==> src/rtl/vga_frame_scaler.sv <==
// vga_frame_scaler: converts raster position into framebuffer read addresses with integer
// pixel replication and aligns RAM read data to pixel_out. Optional feature: VGA_TEST_PATTERN_EN.
module vga_frame_scaler #(
    parameter int                 H_ACTIVE     = 640,
    parameter int                 V_ACTIVE     = 480,
    parameter int                 SCALE        = 2,
    parameter int                 ADDR_W       = 20,
    parameter int                 PIXEL_W      = 24,
    parameter int                 MEM_LATENCY  = 1,
    parameter logic [PIXEL_W-1:0] BORDER_COLOR = 24'h000000
) (
    input  logic               clk,
    input  logic               reset,
    input  logic [10:0]        vga_h,
    input  logic [10:0]        vga_v,
`ifdef VGA_TEST_PATTERN_EN
    input  logic               test_mode,
`endif
    input  logic [PIXEL_W-1:0] mem_data,
    output logic [ADDR_W-1:0]  read_address,
    output logic               read_en,
    output logic [PIXEL_W-1:0] pixel_out,
    output logic               pixel_valid,
    output logic               frame_start
);

    localparam int               AW1       = ADDR_W + 32'sd1;
    localparam int               SRC_LINE  = H_ACTIVE / SCALE;
    localparam int               DL        = MEM_LATENCY + 32'sd1;
    localparam longint           MAX_ADDR  = longint'(H_ACTIVE / SCALE) * longint'(V_ACTIVE / SCALE) - 64'sd1;
    localparam logic [AW1-1:0]   ROW_STEP  = AW1'(SRC_LINE);
    localparam logic [AW1-1:0]   ONE_A     = AW1'(32'sd1);
    localparam logic [2:0]       SUB_MAX   = 3'(SCALE - 32'sd1);

    if ((SCALE < 32'sd1) || (SCALE > 32'sd8)) begin : g_chk_scale
        $error("vga_frame_scaler: SCALE must be in 1..8");
    end
    if (((H_ACTIVE % SCALE) != 32'sd0) || ((V_ACTIVE % SCALE) != 32'sd0)) begin : g_chk_div
        $error("vga_frame_scaler: H_ACTIVE and V_ACTIVE must be multiples of SCALE");
    end
    if ((MEM_LATENCY < 32'sd1) || (MEM_LATENCY > 32'sd4)) begin : g_chk_lat
        $error("vga_frame_scaler: MEM_LATENCY must be in 1..4");
    end
    if (MAX_ADDR >= (64'sd1 << ADDR_W)) begin : g_chk_addr
        $error("vga_frame_scaler: source image does not fit ADDR_W");
    end

    logic           w_active;
    logic           w_line_start;
    logic           w_frame_start;
    logic           w_test;
    logic [AW1-1:0] r_row_base, w_row_base;
    logic [AW1-1:0] r_src_x, w_src_x, w_src_x_nx;
    logic [AW1-1:0] w_addr;
    logic [2:0]     r_x_sub, w_x_sub, w_x_sub_nx;
    logic [2:0]     r_y_sub, w_y_sub;
    logic [10:0]    r_prev_v, w_prev_v;
    logic [DL-1:0]  r_act_dl;
    logic [DL-1:0]  r_fs_dl;
    logic [PIXEL_W-1:0] w_pixel_src;

    // 2047 on either counter is also excluded explicitly so wider active areas stay safe
    assign w_active      = (vga_h < 11'(H_ACTIVE)) && (vga_v < 11'(V_ACTIVE)) &&
                           (vga_h != 11'h7FF) && (vga_v != 11'h7FF);
    assign w_line_start  = (vga_h == 11'd0);
    assign w_frame_start = (vga_h == 11'd0) && (vga_v == 11'd0);

`ifdef VGA_TEST_PATTERN_EN
    assign w_test = test_mode;
`else
    assign w_test = 1'b0;
`endif

    // Line/frame start handling: counter values that apply to the pixel being sampled now
    always_comb begin
        w_row_base = r_row_base;
        w_y_sub    = r_y_sub;
        w_prev_v   = r_prev_v;
        w_src_x    = r_src_x;
        w_x_sub    = r_x_sub;
        if (w_frame_start) begin
            w_row_base = '0;
            w_y_sub    = 3'd0;
            w_prev_v   = 11'd0;
            w_src_x    = '0;
            w_x_sub    = 3'd0;
        end else if (w_line_start) begin
            w_src_x  = '0;
            w_x_sub  = 3'd0;
            w_prev_v = vga_v;
            if (vga_v != r_prev_v) begin
                if (r_y_sub == SUB_MAX) begin
                    w_y_sub    = 3'd0;
                    w_row_base = r_row_base + ROW_STEP;
                end else begin
                    w_y_sub = r_y_sub + 3'd1;
                end
            end else begin
                w_y_sub = r_y_sub;
            end
        end else begin
            w_prev_v = r_prev_v;
        end
    end

    // Address for this pixel and horizontal advance after it
    always_comb begin
        w_addr     = w_row_base + w_src_x;
        w_src_x_nx = w_src_x;
        w_x_sub_nx = w_x_sub;
        if (w_active) begin
            if (w_x_sub == SUB_MAX) begin
                w_x_sub_nx = 3'd0;
                w_src_x_nx = w_src_x + ONE_A;
            end else begin
                w_x_sub_nx = w_x_sub + 3'd1;
            end
        end else begin
            w_src_x_nx = w_src_x;
        end
    end

    // Counter state and registered read request
    always_ff @(posedge clk) begin
        if (reset) begin
            r_row_base   <= '0;
            r_y_sub      <= 3'd0;
            r_prev_v     <= 11'd0;
            r_src_x      <= '0;
            r_x_sub      <= 3'd0;
            read_address <= '0;
            read_en      <= 1'b0;
        end else begin
            r_row_base <= w_row_base;
            r_y_sub    <= w_y_sub;
            r_prev_v   <= w_prev_v;
            r_src_x    <= w_src_x_nx;
            r_x_sub    <= w_x_sub_nx;
            read_en    <= w_active && !w_test;
            if (w_active) begin
                read_address <= w_addr[ADDR_W-1:0];
            end else begin
                read_address <= read_address;
            end
        end
    end

    // Flag delay line matching the address register plus RAM latency
    always_ff @(posedge clk) begin
        if (reset) begin
            r_act_dl <= '0;
            r_fs_dl  <= '0;
        end else if (DL > 32'sd1) begin
            r_act_dl <= {r_act_dl[DL-2:0], w_active};
            r_fs_dl  <= {r_fs_dl[DL-2:0], w_frame_start};
        end else begin
            r_act_dl <= DL'(w_active);
            r_fs_dl  <= DL'(w_frame_start);
        end
    end

`ifdef VGA_TEST_PATTERN_EN
    localparam int BAR_W = H_ACTIVE / 32'sd8;

    logic [10:0]   r_h_dl [DL];
    logic [DL-1:0] r_tm_dl;

    function automatic logic [PIXEL_W-1:0] bar_color(input logic [10:0] h);
        logic [2:0] idx;
        idx = 3'd0;
        for (int i = 1; i < 8; i++) begin
            if (h >= 11'(i * BAR_W)) begin
                idx = 3'(i);
            end else begin
                idx = idx;
            end
        end
        case (idx)
            3'd0:    bar_color = PIXEL_W'(24'hFFFFFF);
            3'd1:    bar_color = PIXEL_W'(24'hFFFF00);
            3'd2:    bar_color = PIXEL_W'(24'h00FFFF);
            3'd3:    bar_color = PIXEL_W'(24'h00FF00);
            3'd4:    bar_color = PIXEL_W'(24'hFF00FF);
            3'd5:    bar_color = PIXEL_W'(24'hFF0000);
            3'd6:    bar_color = PIXEL_W'(24'h0000FF);
            default: bar_color = PIXEL_W'(24'h000000);
        endcase
    endfunction

    // Horizontal position and test_mode travel alongside the active flag
    always_ff @(posedge clk) begin
        if (reset) begin
            for (int i = 0; i < DL; i++) begin
                r_h_dl[i] <= 11'd0;
            end
            r_tm_dl <= '0;
        end else begin
            r_h_dl[0] <= vga_h;
            for (int i = 1; i < DL; i++) begin
                r_h_dl[i] <= r_h_dl[i-1];
            end
            if (DL > 32'sd1) begin
                r_tm_dl <= {r_tm_dl[DL-2:0], test_mode};
            end else begin
                r_tm_dl <= DL'(test_mode);
            end
        end
    end

    assign w_pixel_src = r_tm_dl[DL-1] ? bar_color(r_h_dl[DL-1]) : mem_data;
`else
    assign w_pixel_src = mem_data;
`endif

    // Output stage
    always_ff @(posedge clk) begin
        if (reset) begin
            pixel_out   <= BORDER_COLOR;
            pixel_valid <= 1'b0;
            frame_start <= 1'b0;
        end else begin
            pixel_valid <= r_act_dl[DL-1];
            frame_start <= r_fs_dl[DL-1];
            pixel_out   <= r_act_dl[DL-1] ? w_pixel_src : BORDER_COLOR;
        end
    end

endmodule
==> config.mk <==
export PLATFORM = sky130hd
export DESIGN_NAME = vga_frame_scaler
export DESIGN_NICKNAME = d
export VERILOG_FILES = /design/src/rtl/vga_frame_scaler.sv
export SDC_FILE = /design/constraint.sdc
export NUM_CORES = 1
export LEC_CHECK = 0
export CORE_MARGIN = 3
export CORE_UTILIZATION = 30
export DETAILED_ROUTE_END_ITERATION = 8
export SYNTH_ARGS = -nofsm -noshare
export SYNTH_HDL_FRONTEND = slang
export SYNTH_SLANG_ARGS = --single-unit
==> constraint.sdc <==
create_clock -name clk -period 4 [get_ports clk]
set_clock_uncertainty 0.2 [all_clocks]
set_input_delay 0.4 -clock clk [delete_from_list [all_inputs] [get_ports clk]]
set_output_delay 0.4 -clock clk [all_outputs]
set_load 0.02 [all_outputs]
==> results.py <==
metrics = {
    "sta": {
        "worst_pin_slew_ns": 0.639,
        "timing.slew.headroom_pct": 57.4,
        "setup_tns_ns": 0,
        "fmax_mhz": 266,
        "slew_violations": 0,
        "setup_viol": 0,
        "finalCritPeriodShare_pct": 94.0,
        "min_period_ns": 3.76,
        "holdWs_ns": 0.196,
        "hold_violations": 0,
    },
    "floorplanning": {
        "num_io_pins": 95,
        "die_w_um": 137,
        "core_region_area_mm2": 0.0166,
        "die_area_mm2": 0.0187,
        "die_y_um": 137,
        "row_count": 47,
        "initial_core_util_pct": 30.8,
    },
    "pwr": {
        "seqPwrFrac_pct": 51.3,
        "power_frac_clock_pct": 43.7,
        "p_leak_nw": 3.17,
        "p_per_area_mw_per_mm2": 279,
        "cell_internal_pwr_mw": 1.62,
        "p_sw_uw": 465,
        "ir_drop_v": 0.000215,
        "power.share.switching_pct": 22.3,
        "combPwrFrac_pct": 5.0,
    },
    "final_layout": {
        "diodes": 0,
        "layout.nets": 852,
        "utilization_pct": 44.8,
        "layout-drive-gt1-share_pct": 17.5,
        "area_delta_synth_final_pct": 45.3,
        "postLayoutCellArea_mm2": 0.00746,
    },
    "grt": {
        "use_met1_pct": 17.2,
        "grt_max_degree": 30,
        "grt_util_all_layers_pct": 13.8,
        "met3_usage_pct": 4.19,
        "grt_pass1_vias": 4408,
        "grt_busiest_layer": "met2",
        "use_met2_pct": 23.6,
        "overflow": 0,
        "antenna_found_initial": 0,
        "grt_pass1_wl_um": 20800,
    },
    "logic_synthesis": {
        "synth_ff_type": "dfxtp_1",
        "synth_warnings": 0,
        "syn-instance-count": 607,
        "async_flop_share_pct": 0,
        "synth.net_count": 677,
        "synth_seq_area_share_pct": 41.7,
        "avgSynthCellArea_um2": 8.46,
        "ys_ff_latch": 107,
        "synth_edf_count": 0,
        "netlist_area_mm2": 0.00513,
        "synth_cell_type_count": 49,
    },
    "setup_path": {
        "r2r_slack_ns": 0.24,
        "worstPathRequired_ns": 4.05,
        "cp_max_fo": 3,
        "cp.arrival_ns": 3.81,
        "startpoint_type": "input port",
        "r2r_start": "r_prev_v[1]",
        "path_class": "input port to flop",
        "cp-end-kind": "flop",
        "rr_endpoint": "read_address[18]",
        "rr_worst_depth": 16,
    },
    "flow_run": {
        "max-cap-violations": 0,
    },
    "drt": {
        "drc": 0,
        "post_drt_wl_per_cell_um": 12.8,
        "routed_wl_um": 12800,
        "drtIter0Drc": 130,
        "via_per_inst": 4.59,
        "vias": 4626,
        "firstDrtPassIters": 4,
        "antenna_left": 0,
    },
    "placed_design": {
        "io_buffers": 94,
        "dp_hpwl_um": 9700,
        "dpl_cell_area_mm2": 0.00694,
        "gp_congestion": 0.799,
    },
    "clock_tree": {
        "cts_buffer_depth": 2,
        "clkLatencyLatePin_ns": 0.36,
        "numCtsBuffers": 9,
        "cts_tree": "yes",
        "numClockSinks": 107,
        "cts_hold_buffers": 0,
        "htree_num_levels": 3,
        "cts-root-buf": "clkbuf_16",
        "clk_pin_slew_ns": 0.08,
    },
    "status": {
        "status": "completed",
    },
    "hold_path": {
        "min_to": "r_prev_v[10]",
        "min-delay-start": "vga_v[10]",
        "holdCritPathClass": "input port to flop",
        "holdPathStages": 3,
    },
}
==> kinds of logic (layout without fill, tap and decap cells) <==
group	count (synthesis)	in the layout	share of synthesized area (%)
and+or+nand+nor	289	289	28.7
DFF	107	107	41.7
AOI/OAI and AO/OA	96	96	11.3
xor gates and xnor gates	56	56	9.55
buffers and inverters	33	213	2.44
adders and majority gates	22	22	5.51
muxes	4	4	0.804
==> per-layer routing <==
layer	share of wire, %	vias up	routed length [um]
met5	0	-	0
met4	0.72	0	93
met3	6.4	8	823
met2	47	103	6040
met1	46	2101	5880
li1	-	2414	-
==> per-stage QoR <==
step                power, mW  cells  worst slack (ns)
floorplan                1.12    607            0.0274
global placement         1.20    986            -0.462
detailed placement       1.20    986            -0.521
CTS                      2.12   1004           0.00110
global route             2.16   1007           -0.0366
finish                   2.08   1007             0.240
==> cell type report <==
cell class	instances	area, um^2
multi-input cells	467	3000
clock buffers	10	229
repair buffers	187	1700
inverters	10	37.5
fillers	1666	9190
flip-flops and latches	107	2140
well taps	220	275
clock inverters	6	72.6
==> synthesized netlist by cell type, types with 4 or more instances <==
library cell,number,area (um^2)
a211oi_1,4,30.0
a21o_1,4,30.0
a21oi_1,47,235
and2_1,47,294
and3_1,8,50.1
and4_1,8,70.1
clkbuf_1,21,78.8
dfxtp_1,107,2140
ha_1,21,263
inv_1,10,37.5
nand2_1,72,270
nand3_1,16,80.1
nand4_1,8,50.1
nor2_1,77,289
nor2b_1,13,81.3
nor3_1,12,60.1
nor4_1,6,37.5
o211ai_1,5,37.5
o21ai_0,15,75.1
or3_1,7,43.8
xnor2_1,28,245
xor2_1,28,245
==> flip-flops by register name, indices dropped and copies added, names as in the netlist <==
signal,flops
frame_start,1
pixel_out,24
pixel_valid,1
r_act_dl,2
r_fs_dl,2
r_prev_v,11
r_row_base,20
r_src_x,20
r_x_sub,3
r_y_sub,3
read_address,20
==> power groups by stage <==
stage                     registers, mW  logic [mW]  clock network (mW)
after floorplan                    1.09      0.0272                   0
after global placement             1.09       0.104                   0
after detailed placement           1.09       0.104                   0
after CTS                          1.07       0.106               0.944
after global routing               1.07       0.114               0.982
final                              1.07       0.105               0.910
==> worst max-delay path by stage <==
stage | start | to | depth (start not counted)
2_1_floorplan | vga_h[1] | read_address[19] | 15
3_3_place_gp | vga_h[1] | read_address[18] | 17
3_5_place_dp | vga_v[1] | read_address[19] | 16
4_1_cts | vga_h[2] | read_address[18] | 17
5_1_grt | r_prev_v[1] | read_address[19] | 15
6_report | vga_h[1] | read_address[18] | 17
==> layout by cell type, fill, tap and decap left out, drive strengths merged, types with 3 or more instances in the layout <==
master / Yosys / final
a211oi: 4 / 4
a21boi: 3 / 3
a21o: 4 / 4
a21oi: 47 / 47
a32o: 3 / 3
and2: 49 / 49
and3: 8 / 8
and4: 8 / 8
buf: 2 / 94
clkbuf: 21 / 10
clkdlybuf4s50: 0 / 71
dfxtp: 107 / 107
dlymetal6s2s: 0 / 22
ha: 21 / 21
inv: 10 / 12
mux2i: 3 / 3
nand2: 72 / 72
nand3: 17 / 17
nand4: 8 / 8
nor2: 78 / 78
nor2b: 13 / 13
nor3: 12 / 12
nor4: 9 / 9
o211ai: 5 / 5
o21a: 3 / 3
o21ai: 16 / 16
or3: 7 / 7
xnor2: 28 / 28
xor2: 28 / 28
==> critical path, cell delays in order <==
cell,delay [ns]
dlymetal6s2s_1,0.14
nor4_4,0.32
nand3_2,0.14
a311o_1,0.40
nor3_4,0.25
buf_6,0.15
mux2i_4,0.22
nor2_1,0.06
ha_1,0.31
a21oi_2,0.18
o21ai_1,0.10
nor3_1,0.14
buf_4,0.14
a211o_1,0.17
a21oi_1,0.10
or3_1,0.35
a32o_1,0.24
==> timing repair <==
action                     4_1_cts  5_1_grt
buffers inserted                 2        3
setup endpoints to repair        3        8
pin swaps                        4       28
gates resized for setup          6       42
(Power assumes the default switching activity.)
